==> src/rtl/ebpc_pkg.sv <==
// Shared symbol kinds and prefix codes for the bit-plane (BPC) symbol decoder.
// Prefixes are matched MSB-first against the top of the unpacker window.
package ebpc_pkg;

  typedef enum logic [2:0] {
    ZERO1,
    ZRUN,
    ONES,
    DBP0,
    TWO1,
    ONE1,
    RAW
  } symb_kind_t;

  localparam logic       PFX_RAW   = 1'b1;
  localparam logic [1:0] PFX_ZERO1 = 2'b01;
  localparam logic [2:0] PFX_ZRUN  = 3'b001;
  localparam logic [4:0] PFX_ONES  = 5'b00000;
  localparam logic [4:0] PFX_DBP0  = 5'b00001;
  localparam logic [4:0] PFX_TWO1  = 5'b00010;
  localparam logic [4:0] PFX_ONE1  = 5'b00011;

endpackage

==> src/rtl/bpc_symbol_expander.sv <==
// Combinational decode of the BPC symbol at the top of the window into kind,
// length, run length and the DBX plane; zero latency, no flow control of its own.
module bpc_symbol_expander
  import ebpc_pkg::*;
#(
  parameter  int WORD_W     = 8,
  parameter  int BLOCK_SIZE = 8,
  localparam int PW         = BLOCK_SIZE - 1,
  localparam int LW         = $clog2(WORD_W + 1)
) (
  input  logic [WORD_W-1:0] data_i,
  output symb_kind_t        kind_o,
  output logic [LW-1:0]     len_o,
  output logic [LW-1:0]     run_len_o,
  output logic [PW-1:0]     dbx_o,
  output logic              is_dbp_o,
  output logic              pos_err_o
);

  localparam int LOG_W = $clog2(WORD_W);
  localparam int LOG_P = $clog2(PW);

  logic [4:0]       pfx;
  logic [LOG_W-1:0] run_r;
  logic [LOG_P-1:0] pos;
  logic [PW-1:0]    one_hot;

  assign pfx     = data_i[WORD_W-1 -: 5];
  assign run_r   = data_i[WORD_W-4 -: LOG_W];
  assign pos     = data_i[WORD_W-6 -: LOG_P];
  assign one_hot = PW'(1) << pos;

  always_comb begin
    kind_o    = RAW;
    len_o     = LW'(BLOCK_SIZE);
    run_len_o = LW'(1);
    dbx_o     = data_i[WORD_W-2 -: PW];
    is_dbp_o  = 1'b0;
    pos_err_o = 1'b0;
    if (pfx[4] == PFX_RAW) begin
      kind_o = RAW;
    end else if (pfx[4:3] == PFX_ZERO1) begin
      kind_o = ZERO1;
      len_o  = LW'(2);
      dbx_o  = '0;
    end else if (pfx[4:2] == PFX_ZRUN) begin
      kind_o    = ZRUN;
      len_o     = LW'(3 + LOG_W);
      run_len_o = LW'(run_r) + LW'(2);
      dbx_o     = '0;
    end else begin
      case (pfx)
        PFX_ONES: begin
          kind_o = ONES;
          len_o  = LW'(5);
          dbx_o  = '1;
        end
        PFX_DBP0: begin
          kind_o   = DBP0;
          len_o    = LW'(5);
          dbx_o    = '0;
          is_dbp_o = 1'b1;
        end
        // p = PW-1 has no partner bit: the upper one falls off the plane.
        PFX_TWO1: begin
          kind_o    = TWO1;
          len_o     = LW'(5 + LOG_P);
          dbx_o     = one_hot | (one_hot << 1);
          pos_err_o = {1'b0, pos} >= (LOG_P + 1)'(PW - 1);
        end
        PFX_ONE1: begin
          kind_o    = ONE1;
          len_o     = LW'(5 + LOG_P);
          dbx_o     = one_hot;
          pos_err_o = {1'b0, pos} >= (LOG_P + 1)'(PW);
        end
        default: kind_o = RAW;
      endcase
    end
  end

endmodule

==> src/rtl/bpc_plane_decoder.sv <==
// Per block: base word, then WORD_W+1 delta bit-planes decoded from BPC symbols.
// Zero-latency window-to-output path; out_rdy_i low freezes all state.
module bpc_plane_decoder
  import ebpc_pkg::*;
#(
  parameter  int WORD_W     = 8,
  parameter  int BLOCK_SIZE = 8,
  localparam int LW         = $clog2(WORD_W + 1)
) (
  input  logic              clk_i,
  input  logic              rst_i,
  input  logic              clr_i,
  input  logic [WORD_W-1:0] data_i,
  input  logic [LW-1:0]     fill_i,
  input  logic              data_vld_i,
  output logic              data_rdy_o,
  output logic [LW-1:0]     len_o,
  output logic [WORD_W-1:0] out_data_o,
  output logic              out_base_o,
  output logic              out_last_o,
  output logic              out_vld_o,
  input  logic              out_rdy_i,
  output logic              done_o,
  output logic              err_o
);

  localparam int PW = BLOCK_SIZE - 1;
  localparam logic [LW-1:0] LEN_W = LW'(WORD_W);
  localparam logic [1:0] S_IDLE  = 2'd0;
  localparam logic [1:0] S_PLANE = 2'd1;
  localparam logic [1:0] S_RUN   = 2'd2;

  if (BLOCK_SIZE > WORD_W || BLOCK_SIZE < 3 || 5 + $clog2(BLOCK_SIZE - 1) > WORD_W ||
      (WORD_W & (WORD_W - 1)) != 0) begin : g_bad_params
    $error("bpc_plane_decoder: illegal WORD_W/BLOCK_SIZE combination");
  end

  logic [1:0]    state_q, state_d;
  logic [LW-1:0] plane_cnt_q, plane_cnt_d;
  logic [LW-1:0] run_cnt_q, run_cnt_d;
  logic [LW-1:0] len_q, len_d;
  logic [PW-1:0] dbp_q, dbp_d;
  logic          err_q, err_d;

  symb_kind_t    sym_kind;
  logic [LW-1:0] sym_len, sym_run_len;
  logic [PW-1:0] sym_dbx;
  logic          sym_is_dbp, sym_pos_err;

  bpc_symbol_expander #(
    .WORD_W     (WORD_W),
    .BLOCK_SIZE (BLOCK_SIZE)
  ) u_expander (
    .data_i    (data_i),
    .kind_o    (sym_kind),
    .len_o     (sym_len),
    .run_len_o (sym_run_len),
    .dbx_o     (sym_dbx),
    .is_dbp_o  (sym_is_dbp),
    .pos_err_o (sym_pos_err)
  );

  logic          hs, plane_last, run_clamped;
  logic [LW-1:0] planes_left, run_eff;
  logic [PW-1:0] plane_dbp;

  assign plane_last  = plane_cnt_q == LEN_W;
  assign planes_left = LEN_W - plane_cnt_q + LW'(1);
  assign run_clamped = (sym_kind == ZRUN) && (sym_run_len > planes_left);
  assign run_eff     = (sym_kind != ZRUN) ? LW'(1) : (run_clamped ? planes_left : sym_run_len);
  assign plane_dbp   = (state_q == S_RUN) ? dbp_q : (sym_is_dbp ? '0 : (sym_dbx ^ dbp_q));

  // The closing run handshake needs a live window so the consume is not lost.
  always_comb begin
    case (state_q)
      S_IDLE:  out_vld_o = data_vld_i && (fill_i >= LEN_W);
      S_PLANE: out_vld_o = data_vld_i && (fill_i >= sym_len);
      S_RUN:   out_vld_o = (run_cnt_q != LW'(1)) || data_vld_i;
      default: out_vld_o = 1'b0;
    endcase
  end

  assign hs         = out_vld_o & out_rdy_i;
  assign out_base_o = state_q == S_IDLE;
  assign out_last_o = (state_q != S_IDLE) && plane_last;
  assign out_data_o = out_base_o ? data_i : {plane_dbp, {(WORD_W - PW){1'b0}}};
  assign len_o      = (state_q == S_IDLE) ? LEN_W : ((state_q == S_RUN) ? len_q : sym_len);
  assign done_o     = hs && out_last_o;
  assign err_o      = err_q;

  always_comb begin
    state_d     = state_q;
    plane_cnt_d = plane_cnt_q;
    run_cnt_d   = run_cnt_q;
    len_d       = len_q;
    dbp_d       = dbp_q;
    err_d       = err_q;
    data_rdy_o  = 1'b0;
    case (state_q)
      S_IDLE: begin
        if (hs) begin
          data_rdy_o = 1'b1;
          state_d    = S_PLANE;
        end
      end
      S_PLANE: begin
        if (hs) begin
          dbp_d       = plane_dbp;
          plane_cnt_d = plane_cnt_q + LW'(1);
          if (run_clamped || sym_pos_err) err_d = 1'b1;
          if (run_eff > LW'(1)) begin
            run_cnt_d = run_eff - LW'(1);
            len_d     = sym_len;
            state_d   = S_RUN;
          end else begin
            data_rdy_o = 1'b1;
          end
        end
      end
      S_RUN: begin
        if (hs) begin
          plane_cnt_d = plane_cnt_q + LW'(1);
          run_cnt_d   = run_cnt_q - LW'(1);
          if (run_cnt_q == LW'(1)) begin
            data_rdy_o = 1'b1;
            state_d    = S_PLANE;
          end
        end
      end
      default: state_d = S_IDLE;
    endcase
    if (done_o) begin
      state_d     = S_IDLE;
      plane_cnt_d = '0;
      run_cnt_d   = '0;
      dbp_d       = '0;
    end
  end

  always_ff @(posedge clk_i) begin
    if (rst_i || clr_i) begin
      state_q     <= S_IDLE;
      plane_cnt_q <= '0;
      run_cnt_q   <= '0;
      len_q       <= LEN_W;
      dbp_q       <= '0;
      err_q       <= 1'b0;
    end else begin
      state_q     <= state_d;
      plane_cnt_q <= plane_cnt_d;
      run_cnt_q   <= run_cnt_d;
      len_q       <= len_d;
      dbp_q       <= dbp_d;
      err_q       <= err_d;
    end
  end

endmodule
==> config.mk <==
export PLATFORM = sky130hd
export DESIGN_NAME = bpc_plane_decoder
export DESIGN_NICKNAME = d
export VERILOG_FILES = /design/src/rtl/ebpc_pkg.sv /design/src/rtl/bpc_symbol_expander.sv /design/src/rtl/bpc_plane_decoder.sv
export SDC_FILE = /design/constraint.sdc
export NUM_CORES = 1
export LEC_CHECK = 0
export CAP_MARGIN = 5
export CORE_MARGIN = 2
export CORE_UTILIZATION = 35
export CTS_CLUSTER_SIZE = 40
export DETAILED_ROUTE_END_ITERATION = 8
export GPL_TIMING_DRIVEN = 0
export PLACE_DENSITY_LB_ADDON = 0.3
export SLEW_MARGIN = 20
export SYNTH_ARGS = -nofsm -noshare
export SYNTH_HDL_FRONTEND = slang
export SYNTH_HIERARCHICAL = 1
export SYNTH_SLANG_ARGS = --single-unit
==> constraint.sdc <==
create_clock -name clk_i -period 5.7 [get_ports clk_i]
set_input_delay 1.14 -clock clk_i [delete_from_list [all_inputs] [get_ports clk_i]]
set_output_delay 1.14 -clock clk_i [all_outputs]
set_load 0.1 [all_outputs]
Word-level counts from Yosys, hierarchy flattened
Index checks and enable logic that the tools add are counted.
{ "totals": {"reg_bits": 22, "inputBits": 17, "out_inout_bits": 18, "word_cells": 107} }
{ "classes": {"addsub": 6, "magnitude_cmp": 6, "n_eq_ne": 17, "shift": 1, "n_mux": 47, "bitwise_logic": 3, "reduce_logical": 21} }
{ "op_table": {"columns": ["cell", "count"], "rows": [
  ["2-to-1 mux 4 bit", 14],
  ["2-to-1 mux 7 bit", 5],
  ["one-hot mux 7 bit (4 select lines)", 1],
  ["2-to-1 mux 1 bit", 12],
  ["one-hot mux 3 bit (4 select lines)", 1],
  ["== test 5 x 2 -> 1 bit (second input constant)", 2],
  ["2-to-1 mux 2 bit", 5],
  ["2-to-1 mux 3 bit", 3],
  ["adder 4 x 1 -> 4 bit (second input constant)", 2],
  ["2-to-1 mux 8 bit", 1],
  ["one-hot mux 4 bit (2 select lines)", 1],
  ["subtractor 4 x 1 -> 4 bit (second input constant)", 2],
  ["OR 7 bit", 1],
  ["left shift 1 x 3 -> 7 bit (first input constant)", 1],
  ["XOR 7 bit", 1],
  ["== test 3 x 1 -> 1 bit (second input constant)", 2],
  [">= comparator 3 bit (second input constant)", 2],
  ["inequality test 2 bit (second input constant)", 3],
  ["one-hot mux 1 bit (3 select lines)", 2],
  ["one-hot mux 2 bit (3 select lines)", 1],
  ["AND reduction 3 bit", 2],
  ["OR reduction 2 bit", 3],
  ["== test 5 x 1 -> 1 bit (second input constant)", 1],
  ["logical AND 1 bit", 5],
  ["other kinds (22)", 28]
]} }

Depth between registers and ports, before layout
{ "depth": {"depth_word": 13, "depth_mapped": 17} }

Cells and area by module
The synthesis kept the hierarchy.
{ "by_module_without_submodules": {"columns": ["module", "n_inst", "cells_per_inst", "area_per_inst_um2", "seq_area_each_um2"], "rows": [
  ["bpc_plane_decoder", 1, 257, 1998.2, 440.4],
  ["bpc_symbol_expander", 1, 62, 432.9, 0.0]
]} }

Worst setup path before layout
Ideal clock, no wire load.
{ "synth_path": {"path_type": "in2out", "from": "in data_i[7]", "to": "out data_rdy_o", "t_arrival_ns": 5.287, "required_time_ns": 4.560, "slack_ns": -0.727, "cell_stages": 14, "cell_sequence": "clkbuf_8 > nor2_1 > and3_1 > ha_1 > and4_1 > a21oi_4 > mux2_2 > nand2_1 > ha_1 > nor2_1 > a31oi_1 > nand2_1 > a21o_1 > a21oi_1"} }
{ "synth_via": {"elab_cells_between_ends": 34} }
{ "synth_lines": {"columns": ["element", "line_no", "source"], "rows": [
  ["from (decl)", "bpc_plane_decoder.sv:13", "input logic [WORD_W-1:0] data_i,"],
  ["== test 3 x 1 -> 1 bit", "bpc_symbol_expander.sv:46", "end else if (pfx[4:2] == PFX_ZRUN) begin"],
  ["2-to-1 mux 4 bit", "bpc_symbol_expander.sv:46", null],
  ["2-to-1 mux 4 bit", "bpc_symbol_expander.sv:42", "end else if (pfx[4:3] == PFX_ZERO1) begin"],
  ["2-to-1 mux 4 bit *", "bpc_symbol_expander.sv:40", "if (pfx[4] == PFX_RAW) begin"],
  ["named net sym_run_len[2]", "bpc_plane_decoder.sv:46", "logic [LW-1:0] sym_len, sym_run_len;"],
  ["greater-than comparator 4 bit", "bpc_plane_decoder.sv:69", "assign run_clamped = (sym_kind == ZRUN) && (sym_run_len > planes_left);"],
  ["logical AND 1 bit", "bpc_plane_decoder.sv:69", null],
  ["2-to-1 mux 4 bit * (2 in series)", "bpc_plane_decoder.sv:70", "assign run_eff = (sym_kind != ZRUN) ? LW'(1) : (run_clamped ? planes_left : sym_run_len);"],
  ["greater-than comparator 4 x 1 -> 1 bit *", "bpc_plane_decoder.sv:111", "if (run_eff > LW'(1)) begin"],
  ["2-to-1 mux 1 bit *", "bpc_plane_decoder.sv:111", null],
  ["2-to-1 mux 1 bit *", "bpc_plane_decoder.sv:107", "if (hs) begin"],
  ["one-hot mux 1 bit (3 select lines) *", "bpc_plane_decoder.sv:99", "case (state_q)"],
  ["to (decl)", "bpc_plane_decoder.sv:16", "output logic data_rdy_o,"]
]} }
Mark *: on every way through the listed nets, which the timed path passes. The rest lies on a longest branch.

Final worst setup path
{ "layout_path": {"from": "in data_i[3]", "to": "out data_rdy_o"} }
{ "layout_via": {"elab_cells_between_ends": 33} }
{ "layout_lines": {"columns": ["element", "line_no", "source"], "rows": [
  ["== test 5 x 1 -> 1 bit / zero test 5 bit (equally long branches)", "bpc_symbol_expander.sv:52", "case (pfx)"],
  ["OR reduction 2 bit (no line) *", null, null],
  ["2-to-1 mux 4 bit *", "bpc_symbol_expander.sv:52", null],
  ["2-to-1 mux 4 bit *", "bpc_symbol_expander.sv:46", null],
  ["2-to-1 mux 4 bit *", "bpc_symbol_expander.sv:42", null],
  ["2-to-1 mux 4 bit *", "bpc_symbol_expander.sv:40", null],
  ["named net sym_len[3]", "bpc_plane_decoder.sv:46", null],
  [">= comparator 4 bit *", "bpc_plane_decoder.sv:77", "S_PLANE: out_vld_o = data_vld_i && (fill_i >= sym_len);"],
  ["logical AND 1 bit *", "bpc_plane_decoder.sv:77", null],
  ["one-hot mux 1 bit (3 select lines) *", "bpc_plane_decoder.sv:75", "case (state_q)"],
  ["bitwise AND 1 bit *", "bpc_plane_decoder.sv:83", "assign hs = out_vld_o & out_rdy_i;"],
  ["2-to-1 mux 1 bit, on equally long branches", "bpc_plane_decoder.sv:121, bpc_plane_decoder.sv:101, bpc_plane_decoder.sv:107", null],
  ["one-hot mux 1 bit (3 select lines) *", "bpc_plane_decoder.sv:99", null]
]} }
Marked as above.

==> results_dict.tcl <==
set metrics [dict create \
    netlist_area_um2 2430 \
    top_layer "met4" \
    async_flop_share 0 \
    htreeDepth 1 \
    slowest_delay_ns 0.51 \
    dieWidth_um 87.3 \
    cts_buffers 3 \
    synth_most_common_cell "nor2_1" \
    synth_area_leader_cell "dfxtp_1" \
    stdcell_count 441 \
    firstDrtPassIters 4 \
    gp_congestion 0.919 \
    period_share 0.974 \
    ys_seq_area_frac 0.181 \
    p_per_area_nw_per_um2 137 \
    synth_cell_type_count 64 \
    grt_overflow 0 \
    wl_met2_mm 3.13 \
    cts_root_buf "clkbuf_8" \
    rr_worst_depth 16 \
    drive_above_1_share 0.147 \
    initial_core_util 0.360 \
    wl_per_cell_um 14.9 \
    vdd_drop_max_uv 110 \
    synth_top_area_frac 0.181 \
    die_height_um 87.3 \
    ys_ff_latch 22 \
    viasPerCell 5.61 \
    stdcell_area_um2 3030 \
    dr_wl_met3_um 280 \
    setup_viol 0 \
    syn_area_per_cell_um2 7.62 \
    outcome "finished, final reports clean" \
    crit_arrival_ns 4.41 \
    cts_tree "built" \
    worstHoldEndpoint "dbp_q[0]$_SDFFE_PP0P_" \
    critPathLaunchType "input pin" \
    synth_edf_count 0 \
    final-max-slew-violation-count 0 \
    die_area_um2 7630 \
    min_from "dbp_q[0]$_SDFFE_PP0P_" \
    area_growth_pct 24.5 \
    min_path_type "flip-flop to flip-flop" \
    coreArea_um2 6760 \
    fmax_ghz 0.180 \
    cts.sink_count 22 \
    relSlewSlack 0.343 \
    drtIter0Drc 106 \
    drc 0 \
    period_needed_ns 5.55 \
    tightestPinTransition_ns 0.982 \
    slowest_stage "or3b_2" \
    grt_max_degree 12 \
    dp_cells 433 \
    placed_area_um2 2880 \
    antenna_found_initial 0 \
    grt_usage 0.180 \
    cp-end-kind "output pin" \
    synth_nets 360 \
    hold_depth 2 \
    synth-main-ff-cell "dfxtp_1" \
    dp_hpwl_mm 5.13 \
    worstPathMaxFanout 5 \
    maxCapViolCount 0 \
    cts_hold_buf 0 \
    hold_violations 0 \
    critPathBufInv 3 \
    crit_chain "clkdlybuf4s15_1 > inv_2 > ha_1 > nor2_1 > a21o_1 > or2_2 > or3b_2 > a211oi_4 > ha_2 > nor2_1 > a31oi_2 > nand2_1 > a21o_1 > a21oi_4 > buf_12" \
    fin_skew_ns 0.00776 \
    io_pins 35 \
    crit_family "simple AND/OR/NAND/NOR gates" \
    n_antenna_cell 0 \
    ant_nets 0 \
    synth-warning-count 6 \
    wl_mm 6.55 \
    num_vias 2472 \
    synthCells 319 \
    path_clk_slew_ns 0.07 \
    fin_nets 404 \
    grt_pass1_vias 2418 \
    grt_pass1_wl_mm 11.3 \
    num-fill-cells 686 \
    dp_slack_ns -1.48 \
    setup_slack_ns 0.151 \
    yosys-top-cells-count "43 x nor2_1, 27 x nand2_1, 24 x a21oi_1, 24 x ha_1, 23 x o21ai_0" \
    synth_area_leaders "dfxtp_1 18%, ha_1 12%, nor2_1 6.6%" \
    clockBufferDepth 2 \
    r2r-start "plane_cnt_q[1]$_SDFFE_PP0P_" \
    io_buffers 34 \
    rrSetupSlack_ns 2.02 \
    required_ns 4.56 \
    r2r-end "len_q[3]$_SDFFE_PP1P_" \
    power.leakage_uw 0.00109 \
    tns_ns 0 \
    wl_met1_mm 3.04 \
    clock_latency_ns 0.26 \
    rows 30 \
    critPathKind "input pin to output pin" \
]
## power by group
| group | internal, uW | total, uW | switching [uW] | leakage, uW |
|---|---|---|---|---|
| registers | 154 | 154 | 0.329 | 0.000177 |
| logic | 54.2 | 163 | 109 | 0.000888 |
| clock network | 47.2 | 98.2 | 51.0 | 0.0000216 |
| total | 255 | 415 | 160 | 0.00109 |
## layer usage
metal	global-route usage	up-vias
met2	0.311	60
met1	0.242	1176
met4	0.0336	0
met5	0	-
met3	0.0218	10
li1	-	1226
## layout by cell type, fill, tap and decap left out, types with 6 or more instances in the layout
master and n:
buf_4 6, nor3_1 7, ha_1 22, dfxtp_1 22
mux2i_1 10, inv_1 21, clkdlybuf4s50_1 27, nand2_1 27
nand3_1 7, nor2_1 42, o21ai_0 23, nor2b_1 11
a21oi_1 22, a31oi_1 8
## stage by stage
| stage | utilization | hold WS [ns] | power (uW) |
|---|---|---|---|
| 3_3_place_gp | 0.427 | 0.474 | 315 |
| 4_1_cts | 0.443 | 0.492 | 418 |
| 2_1_floorplan | - | 0.457 | 274 |
| 6_report | 0.448 | 0.491 | 415 |
| 5_1_grt | 0.448 | 0.523 | 438 |
| 3_5_place_dp | 0.427 | 0.479 | 317 |
## timing repair
item                       CTS  global route
resized for setup           25             9
buffers inserted             3             2
pin swaps                    0             3
setup endpoints to repair    3             1
## kinds of logic (layout without fill, tap and decap cells)
family,count (synthesis),count (layout),synth area share
multiplexers,12,12,0.0504
AO/OA/AOI/OAI,92,92,0.278
flip-flops,22,22,0.181
AND/OR/NAND/NOR,127,127,0.268
adder cells (fa/ha/maj),24,24,0.124
buffers and inverters,35,77,0.0736
XOR/XNOR,7,7,0.0252
## registers in the layout, summed over array words and instances, names as in the netlist
name	count
state_q	2
len_q	4
dbp_q	7
run_cnt_q	4
plane_cnt_q	4
err_o	1
## how the worst max path moves through the flow
stage,slack [ns],start,cells past startpoint,end
after CTS,-0.02,data_i[7],17,data_rdy_o
after global routing,-0.02,data_i[3],15,data_rdy_o
final,0.15,data_i[3],15,data_rdy_o
after detailed placement,-1.48,data_i[3],16,data_rdy_o
after floorplan,0.16,data_i[7],14,data_rdy_o
after global placement,-1.44,data_i[3],16,data_rdy_o
## area by class of cell
class                   count  area, um2  share of cell area
multi-input cells         262       1870               0.618
flip-flops and latches     22        440               0.146
repair buffers             39        394               0.130
well taps                  80        100              0.0331
plain buffers              12       93.8              0.0310
inverters                  23       86.3              0.0285
clock buffers               3       41.3              0.0136
## worst reg2reg max path, stage by stage, from the launching register on
cell and delay [ns]:
dfxtp_1 0.43, inv_1 0.12, ha_1 0.22, xnor2_1 0.29, ha_1 0.34, a21oi_2 0.22
a21oi_4 0.09, buf_4 0.15, a211oi_4 0.25, inv_1 0.07, ha_1 0.18, nor2_1 0.18
a31oi_2 0.08, buf_4 0.18, a211oi_4 0.41, nor2b_1 0.10, a211o_1 0.27
No activity file was read; power rests on OpenSTA's default activity.
